**config.mk**
```make
export PLATFORM = sky130hd
export DESIGN_NAME = svlog_alu_amba
export DESIGN_NICKNAME = d
export VERILOG_FILES = /design/src/rtl/svlog_alu_amba.sv
export SDC_FILE = /design/constraint.sdc
export NUM_CORES = 1
export LEC_CHECK = 0
export ABC_AREA = 1
export ABC_CLOCK_PERIOD_IN_PS = 3050
export CAP_MARGIN = 5
export CORE_MARGIN = 2
export CORE_UTILIZATION = 40
export DETAILED_ROUTE_END_ITERATION = 8
export HOLD_SLACK_MARGIN = 0.03
export PLACE_DENSITY = 0.56
export REMOVE_ABC_BUFFERS = 1
export SYNTH_ARGS = -nofsm -noshare
export SYNTH_HDL_FRONTEND = slang
export SYNTH_SLANG_ARGS = --single-unit
```
**constraint.sdc**
```tcl
create_clock -name s00_axi_aclk -period 3.05 [get_ports s00_axi_aclk]
set_input_delay 0.61 -clock s00_axi_aclk [delete_from_list [all_inputs] [get_ports s00_axi_aclk]]
set_output_delay 0.61 -clock s00_axi_aclk [all_outputs]
set_load 0.05 [all_outputs]
```
**src/rtl/svlog_alu_amba.sv**
```systemverilog
// AXI4-Lite slave ALU: add/sub/and/or/xor plus an iterative shift-add multiplier.
// Software loads OPA/OPB, writes CTRL to start, polls STATUS and reads RESULT/RESULT_HI.
module svlog_alu_amba #(
   parameter int C_S_AXI_DATA_WIDTH = 32,
   parameter int C_S_AXI_ADDR_WIDTH = 5,
   parameter int OPERAND_WIDTH      = 32,
   parameter int NUM_LEDS           = 4,
   parameter bit MUL_EN             = 1'b1
) (
   input  logic                            s00_axi_aclk,
   input  logic                            s00_axi_areset,
   input  logic [C_S_AXI_ADDR_WIDTH-1:0]   s00_axi_awaddr,
   input  logic [2:0]                      s00_axi_awprot,
   input  logic                            s00_axi_awvalid,
   output logic                            s00_axi_awready,
   input  logic [C_S_AXI_DATA_WIDTH-1:0]   s00_axi_wdata,
   input  logic [C_S_AXI_DATA_WIDTH/8-1:0] s00_axi_wstrb,
   input  logic                            s00_axi_wvalid,
   output logic                            s00_axi_wready,
   output logic [1:0]                      s00_axi_bresp,
   output logic                            s00_axi_bvalid,
   input  logic                            s00_axi_bready,
   input  logic [C_S_AXI_ADDR_WIDTH-1:0]   s00_axi_araddr,
   input  logic [2:0]                      s00_axi_arprot,
   input  logic                            s00_axi_arvalid,
   output logic                            s00_axi_arready,
   output logic [C_S_AXI_DATA_WIDTH-1:0]   s00_axi_rdata,
   output logic [1:0]                      s00_axi_rresp,
   output logic                            s00_axi_rvalid,
   input  logic                            s00_axi_rready,
   output logic [NUM_LEDS-1:0]             o_leds
);
   localparam int W = OPERAND_WIDTH;
   localparam logic [2:0] OP_ADD = 3'b000, OP_SUB = 3'b001, OP_AND = 3'b010,
                          OP_OR  = 3'b011, OP_XOR = 3'b100, OP_MUL = 3'b101;

   typedef enum logic [1:0] {S_IDLE, S_EXEC, S_MUL} state_t;

   state_t           state_q, state_d;
   logic             aw_held_q, w_held_q, bvalid_q, rvalid_q;
   logic [2:0]       waddr_q;
   logic [31:0]      wdata_q, rdata_q, opa_q, opb_q, leds_q;
   logic [3:0]       wstrb_q;
   logic [2:0]       opcode_q, op_q;
   logic             err_q, done_q;
   logic [W-1:0]     a_q, b_q, result_q, result_hi_q;
   logic [2*W-1:0]   acc_q;
   logic [5:0]       cnt_q;

   logic             do_write, b_hs, ctrl_wr, start_req, start_ok, start_bad, busy, finish;
   logic [2:0]       op_new;
   logic [W:0]       sum_ext, diff_ext;
   logic [2*W-1:0]   mul_next;
   logic [W-1:0]     res_lo, res_hi;
   logic [31:0]      ctrl_rd, rd_val;
   logic             unused_ok;

   function automatic logic [31:0] apply_strb(input logic [31:0] old, input logic [31:0] data,
                                              input logic [3:0] strb);
      logic [31:0] r;
      for (int i = 0; i < 4; i++) r[8*i +: 8] = strb[i] ? data[8*i +: 8] : old[8*i +: 8];
      return r;
   endfunction

   function automatic logic legal_op(input logic [2:0] op);
      return (op <= OP_XOR) || ((op == OP_MUL) && MUL_EN);
   endfunction

   // Protection bits and the byte offset within a word carry no meaning here.
   assign unused_ok = ^{s00_axi_awprot, s00_axi_arprot, s00_axi_awaddr[1:0], s00_axi_araddr[1:0]};

   assign busy      = (state_q != S_IDLE);
   assign do_write  = aw_held_q && w_held_q && !bvalid_q;
   assign b_hs      = bvalid_q && s00_axi_bready;
   assign ctrl_wr   = do_write && (waddr_q == 3'd3);
   assign op_new    = wstrb_q[0] ? wdata_q[3:1] : opcode_q;
   assign start_req = ctrl_wr && wstrb_q[0] && wdata_q[0];
   assign start_ok  = start_req && !busy && legal_op(op_new);
   assign start_bad = start_req && !start_ok;
   assign finish    = (state_q == S_EXEC) || ((state_q == S_MUL) && (cnt_q == '0));

   assign s00_axi_awready = !aw_held_q && !s00_axi_areset;
   assign s00_axi_wready  = !w_held_q && !s00_axi_areset;
   assign s00_axi_arready = !rvalid_q && !s00_axi_areset;
   assign s00_axi_bvalid  = bvalid_q;
   assign s00_axi_rvalid  = rvalid_q;
   assign s00_axi_rdata   = rdata_q;
   assign s00_axi_bresp   = 2'b00;
   assign s00_axi_rresp   = 2'b00;
   assign o_leds          = leds_q[NUM_LEDS-1:0];

   // NOTE: sequential state uses <= so every register samples pre-edge values, race-free.
   always_ff @(posedge s00_axi_aclk) begin
      if (s00_axi_areset) begin
         aw_held_q <= 1'b0;  w_held_q <= 1'b0;  bvalid_q <= 1'b0;  rvalid_q <= 1'b0;
         waddr_q   <= '0;    wdata_q  <= '0;    wstrb_q  <= '0;    rdata_q  <= '0;
         opa_q     <= '0;    opb_q    <= '0;    leds_q   <= '0;    opcode_q <= '0;
         err_q     <= 1'b0;
      end else begin
         if (s00_axi_awvalid && s00_axi_awready) begin
            aw_held_q <= 1'b1;
            waddr_q   <= s00_axi_awaddr[4:2];
         end
         if (s00_axi_wvalid && s00_axi_wready) begin
            w_held_q <= 1'b1;
            wdata_q  <= s00_axi_wdata;
            wstrb_q  <= s00_axi_wstrb;
         end
         if (do_write) bvalid_q <= 1'b1;
         if (b_hs) begin
            bvalid_q  <= 1'b0;
            aw_held_q <= 1'b0;
            w_held_q  <= 1'b0;
         end
         if (do_write) begin
            case (waddr_q)
               3'd0:    opa_q  <= apply_strb(opa_q, wdata_q, wstrb_q);
               3'd1:    opb_q  <= apply_strb(opb_q, wdata_q, wstrb_q);
               3'd4:    leds_q <= apply_strb(leds_q, wdata_q, wstrb_q);
               default: ;
            endcase
         end
         if (ctrl_wr) opcode_q <= op_new;
         // A rejected start wins over a simultaneous write-1-to-clear.
         if (start_bad)                                   err_q <= 1'b1;
         else if (ctrl_wr && wstrb_q[3] && wdata_q[29])   err_q <= 1'b0;
         if (s00_axi_arvalid && s00_axi_arready) begin
            rvalid_q <= 1'b1;
            rdata_q  <= rd_val;
         end else if (rvalid_q && s00_axi_rready) begin
            rvalid_q <= 1'b0;
         end
      end
   end

   always_ff @(posedge s00_axi_aclk) begin
      if (s00_axi_areset) state_q <= S_IDLE;
      else                state_q <= state_d;
   end

   // NOTE: every always_comb output gets a default first so no path can infer a latch.
   always_comb begin
      state_d = state_q;
      case (state_q)
         S_IDLE:  if (start_ok) state_d = (op_new == OP_MUL) ? S_MUL : S_EXEC;
         S_EXEC:  state_d = S_IDLE;
         S_MUL:   if (cnt_q == '0) state_d = S_IDLE;
         default: state_d = S_IDLE;
      endcase
   end

   // MSB-first shift-add: acc doubles each step and adds A when the current B bit is set.
   always_comb begin
      sum_ext  = {1'b0, a_q} + {1'b0, b_q};
      diff_ext = {1'b0, a_q} - {1'b0, b_q};
      mul_next = {acc_q[2*W-2:0], 1'b0} + (b_q[W-1] ? {{W{1'b0}}, a_q} : '0);
      res_lo   = '0;
      res_hi   = '0;
      case (op_q)
         OP_ADD:  begin res_lo = sum_ext[W-1:0];  res_hi[0] = sum_ext[W];  end
         OP_SUB:  begin res_lo = diff_ext[W-1:0]; res_hi[0] = diff_ext[W]; end
         OP_AND:  res_lo = a_q & b_q;
         OP_OR:   res_lo = a_q | b_q;
         OP_XOR:  res_lo = a_q ^ b_q;
         OP_MUL:  {res_hi, res_lo} = mul_next;
         default: ;
      endcase
   end

   always_ff @(posedge s00_axi_aclk) begin
      if (s00_axi_areset) begin
         a_q <= '0;  b_q <= '0;  op_q <= '0;  acc_q <= '0;  cnt_q <= '0;
         result_q <= '0;  result_hi_q <= '0;  done_q <= 1'b0;
      end else if (start_ok) begin
         a_q    <= opa_q[W-1:0];
         b_q    <= opb_q[W-1:0];
         op_q   <= op_new;
         acc_q  <= '0;
         cnt_q  <= 6'(W - 1);
         done_q <= 1'b0;
      end else begin
         if (state_q == S_MUL) begin
            acc_q <= mul_next;
            b_q   <= b_q << 1;
            cnt_q <= cnt_q - 6'd1;
         end
         if (finish) begin
            result_q    <= res_lo;
            result_hi_q <= res_hi;
            done_q      <= 1'b1;
         end
      end
   end

   always_comb begin
      ctrl_rd      = '0;
      ctrl_rd[31]  = done_q;
      ctrl_rd[30]  = busy;
      ctrl_rd[29]  = err_q;
      ctrl_rd[3:1] = opcode_q;
      rd_val       = '0;
      case (s00_axi_araddr[4:2])
         3'd0:    rd_val = opa_q;
         3'd1:    rd_val = opb_q;
         3'd2:    rd_val[W-1:0] = result_q;
         3'd3:    rd_val = ctrl_rd;
         3'd4:    rd_val = leds_q;
         3'd5:    rd_val[W-1:0] = result_hi_q;
         default: ;
      endcase
   end

endmodule

```
### After elaboration in Yosys (flattened, before gate mapping)

Index checks and enable logic that the tools add are counted.

* register bits after elaboration: 378
* output and inout port bits: 45
* word-level logic and storage cells: 130

* add/subtract/negate cells: 4
* order comparisons: 1
* equal/unequal tests: 18
* mux-type cells: 18
* bitwise operators: 4
* reduce and logical (&&, ||, !) cells: 53

Operators by type and width (count)
* 32-bit one-hot mux with 6 select lines: 2
* 32-bit two-way mux: 3
* 64-bit by 32-bit adder with 64-bit output: 1
* 3-bit AND reduction: 12
* 32-bit by 32-bit adder with 33-bit output: 1
* 32-bit by 32-bit subtractor with 33-bit output: 1
* 32-bit AND: 1
* 32-bit bitwise OR: 1
* 32-bit bitwise XOR: 1
* 31-bit two-way mux: 1
* 1-bit logical AND: 19
* 3-bit == test, second input constant: 6
* 3-bit by 2-bit == test with 1-bit output, second input constant: 5
* 5-bit two-way mux: 2
* 3-bit by 1-bit == test with 1-bit output, second input constant: 3
* 3-bit logical NOT: 3
* 2-bit nonzero test: 4
* 1-bit logical NOT: 7
* 6-bit logical NOT: 1
* 2-bit two-way mux: 3
* 6-bit by 1-bit subtractor with 6-bit output, second input constant: 1
* 1-bit two-way mux: 4
* 2-bit != test, second input constant: 2
* 2-bit one-hot mux with 2 select lines: 1
* 10 further kinds: 13

### Longest topological paths before layout

* depth after elaboration: 10
* mapped depth: 21
* depth with buffers taken out: 19

### Least setup slack after synthesis

No wires, ideal clock.

* path kind: input port to flip-flop
* start point: input port s00_axi_areset
* end point: register rdata_q[30] (netlist: s00_axi_rdata[30])
* arrival: 2.482 ns
* slack: 0.498 ns
* stages on the path: 8
* path buffers: 3
* path through: clkbuf_1 -> nor2_1 -> nand2_1 -> inv_1 -> buf_2 -> buf_2 -> nand2_1 -> a21oi_1

* longest elaborated chain between the ends: 3

RTL lines
* from (decl): RTL line 11 `input logic s00_axi_areset,`
* 1-bit logical NOT: RTL line 84 `assign s00_axi_arready = !rvalid_q && !s00_axi_areset;`
* 1-bit logical AND: RTL line 84
* via s00_axi_arready: RTL line 26 `output logic s00_axi_arready,`
* 1-bit logical AND: RTL line 127 `if (s00_axi_arvalid && s00_axi_arready) begin`
* to (signal assigned): RTL line 129 `rdata_q <= rd_val;`
* to (decl): RTL line 42 `logic [31:0] wdata_q, rdata_q, opa_q, opb_q, leds_q;`

The timed path passes the listed nets, and every way through them passes these cells.
A chain may end at the register's enable or synchronous reset.

### Final worst setup path

* start point: register b_q[31]
* end point: register result_q[28]

* longest elaborated chain between the ends: 3

RTL lines
* from (decl): RTL line 46 `logic [W-1:0] a_q, b_q, result_q, result_hi_q;`
* from (signal assigned): RTL line 176 `b_q <= opb_q[W-1:0];`
* from (signal assigned): RTL line 184 `b_q <= b_q << 1;`
* 32-bit two-way mux: RTL line 156 `mul_next = {acc_q[2*W-2:0], 1'b0} + (b_q[W-1] ? {{W{1'b0}}, a_q} : '0);`
* 64-bit by 32-bit adder with 64-bit output: RTL line 156
* 32-bit one-hot mux with 6 select lines: RTL line 159 `case (op_q)`
* to (signal assigned): RTL line 188 `result_q <= res_lo;`
* to (decl): RTL line 46

Every way passes these cells.

==> metrics.md <==
| Metric | Value |
|---|---|
| Chip height | `252 um` |
| Seq pwr share | `0.450` |
| Synth cell count leaders | `nand2_1, inv_1, dfxtp_1` |
| Clk pwr share | `0.508` |
| CP Capture Type | `flop` |
| Share of layout cells above drive strength 1 | `0.0609` |
| Num CTS Buffers | `45` |
| Avg Vias per Cell | `5.31` |
| Most used flip-flop cell after synthesis | `dfxtp_1` |
| Total negative slack | `0 ps` |
| #FFs+latches synth | `378` |
| Synth Cell Area | `0.0246 mm2` |
| Final setup viols | `0` |
| Worst-path maximum fanout | `34` |
| CTS Buffer Depth | `3` |
| Max-cap violation count | `0` |
| NetSw | `2.68 mW` |
| Minimum clock period | `2930 ps` |
| Combinational power share | `0.042` |
| CTS tree | `done` |
| Post-synth EDFFs | `0` |
| Largest net degree at the start of global routing | `103` |
| Register area share after synthesis | `0.307` |
| Final Core Density | `0.468` |
| Fin worst setup slack | `119 ps` |
| Worst skew pair latency | `610 ps` |
| Detail Route Antenna Nets | `0` |
| Worst Path Class, Setup | `reg2reg` |
| Worst Hold Path Cells | `2` |
| Relative slew slack | `0.380` |
| Startpoint type of the worst setup path | `flop` |
| Power density over cell area | `394 mW/mm2` |
| Die area | `0.0636 mm2` |
| Post-synth ARST share | `0` |
| Clock Skew | `37.5 ps` |
| Synth area leaders | `dfxtp_1, nand2_1, inv_1` |
| Final-report max-slew violation count | `0` |
| Via count of the routed design | `25,700` |
| Final Cycle Share | `0.961` |
| Num rows | `90` |
| Die width | `252 um` |
| Clk pin slew, worst setup/hold paths | `60 ps` |
| Drt pass-1 iters | `6` |
| PortBufs | `89` |
| CTS H-Tree Depth | `2` |
| First-pass GRT wire length | `146,000 um` |
| Max VDD drop | `0.371 mV` |
| RSZ-0062 raised after global routing | `no` |
| Fin. Hold Viols | `0` |
| Starting Density | `0.407` |
| Worst slack, placed | `142 ps` |
| HP Class | `in2reg` |
| P_leak | `12.8 nW` |
| Mean Syn Cell Area | `6.23 um2` |
| Power Internal | `8.47 mW` |
| Overflow left after global routing | `0` |
| Sw frac | `0.240` |
| Design Power | `11.2 mW` |
| Initial antenna violation count | `1` |
| Top-count cell post-synth | `nand2_1` |
| Detail-routed net length per standard cell | `20.1 um` |
| Outcome | `completed` |
| Detailed Place HPWL | `75,200 um` |
| Synth area leader | `dfxtp_1` |
| Vias in the first global route | `23,700` |
| I/O pin count | `104` |
| Netlist cell types | `49` |
| DR DRC count | `0` |
| Required time worst endpoint | `3520 ps` |
| Final wirelength | `97,100 um` |
| Yosys warning count | `0` |
| Clock Sinks | `378` |
| R2R cell count | `17` |
| GRT Overall Usage | `0.301` |
| First DRT Iteration DRCs | `2,246` |
| Core area | `0.0606 mm2` |
| Top cell type's share of synthesized area | `0.307` |
| Cells after Synth | `3,955` |
| Worst Tran Pin Value | `930 ps` |
| Gpl congestion | `1.01` |
| Critical path arrival | `3400 ps` |
| ANT cells | `0` |
| Net count, final | `4,218` |
| Layout area overhead | `15.0%` |
| Fmax achieved | `0.341 GHz` |
| Root Buffer | `clkbuf_16` |
[registers in the layout, indices dropped and copies added, names as in the netlist]
signal	cells
s00_axi_rvalid	1
wdata_q	32
cnt_q	6
leds_q	32
opa_q	32
state_q	2
opb_q	32
done_q	1
s00_axi_bvalid	1
w_held_q	1
a_q	32
result_hi_q	32
result_q	32
opcode_q	3
s00_axi_rdata	32
waddr_q	3
err_q	1
op_q	3
b_q	32
acc_q	63
aw_held_q	1
wstrb_q	4
[placed cells by master (no fill, tap or decap), drive strengths merged, types with 9 or more instances in the layout]
cell type      synthesis  routed
a21oi                375     375
a221oi                34      34
a22oi                 32      32
buf                   78     116
clkbuf               100      61
clkdlybuf4s50          0      85
clkinv                 3       9
dfxtp                378     378
ha                   128     128
inv                  643     645
nand2               1071    1071
nand3                190     190
nand3b                11      11
nand4                 42      42
nor2                 338     338
nor3                  46      46
o211ai                22      22
o21ai                315     315
o21bai                18      18
o22ai                 23      23
o31ai                 25      25
xor2                  41      41
[through the flow]
stage | area (um2) | instances | hold slack [ps]
final | 28300 | 4838 | 334
after global routing | 28300 | 4838 | 337
after CTS | 28300 | 4837 | 306
after detailed placement | 26700 | 4762 | 441
after global placement | 26700 | 4762 | 436
after floorplan | 23900 | 3780 | 423
[what timing repair did]
| action | CTS | global route |
|---|---|---|
| setup buffers | 0 | 1 |
| hold buffers | 0 | 0 |
| setup endpoints to repair | 0 | 17 |
| resized for setup | 0 | 18 |
[area by class of cell]
cell class                      count  area, um2
Clock inverter                     14        263
Timing Repair Buffer              201       1870
Tap cell                          782        978
Fill cell                        6550      32200
Clock buffer                       61       1270
Sequential cell                   378       7570
Multi-Input combinational cell   2756      14000
Inverter                          646       2430
[power by group through the flow]
stage	clock network (mW)	registers [mW]	logic, mW
after floorplan	0	5.13	0.182
after global placement	0	5.13	0.462
after detailed placement	0	5.13	0.465
after CTS	5.78	5.02	0.466
after global routing	5.95	5.03	0.498
final	5.67	5.02	0.464
[path summary, 6_finish.rpt]
check,slack (ps),start,end
worst max register to register,120,b_q[31],result_q[28]
worst max-delay path,120,b_q[31],result_q[28]
worst min-delay path,330,s00_axi_areset,result_hi_q[25]
worst min register to register,450,done_q,done_q
[per-layer routing]
metal | vias up | track usage | wire length, um
li1 | 12800 | - | -
met1 | 11900 | 0.418 | 44600
met2 | 884 | 0.484 | 42900
met3 | 149 | 0.0348 | 6400
met4 | 0 | 0.102 | 3290
met5 | - | 0 | 0
[logic make-up (layout without fill, tap and decap cells)]
| family | count (synthesis) | in the layout | synth area share |
|---|---|---|---|
| simple gates | 1710 | 1710 | 0.284 |
| compound gates | 869 | 869 | 0.196 |
| buf+inv | 824 | 922 | 0.130 |
| flops | 378 | 378 | 0.307 |
| fa+ha+maj | 131 | 131 | 0.0674 |
| xor+xnor | 42 | 42 | 0.0152 |
| other cells | 1 | 4 | 0.000152 |
[worst max-delay path, stage by stage (launching register included)]
cell and delay, ps:
dfxtp_1 320, buf_12 170, nand2_1 80, inv_1 50, ha_1 420, nand2_1 140
nor2_1 190, inv_1 110, nor2_2 110, inv_1 90, nor2_1 100, nand2_1 150
nand2_1 200, nand2_1 90, nand3_1 100, nand2_1 60, o21bai_1 300, a21oi_1 110
(Power assumes the default switching activity.)
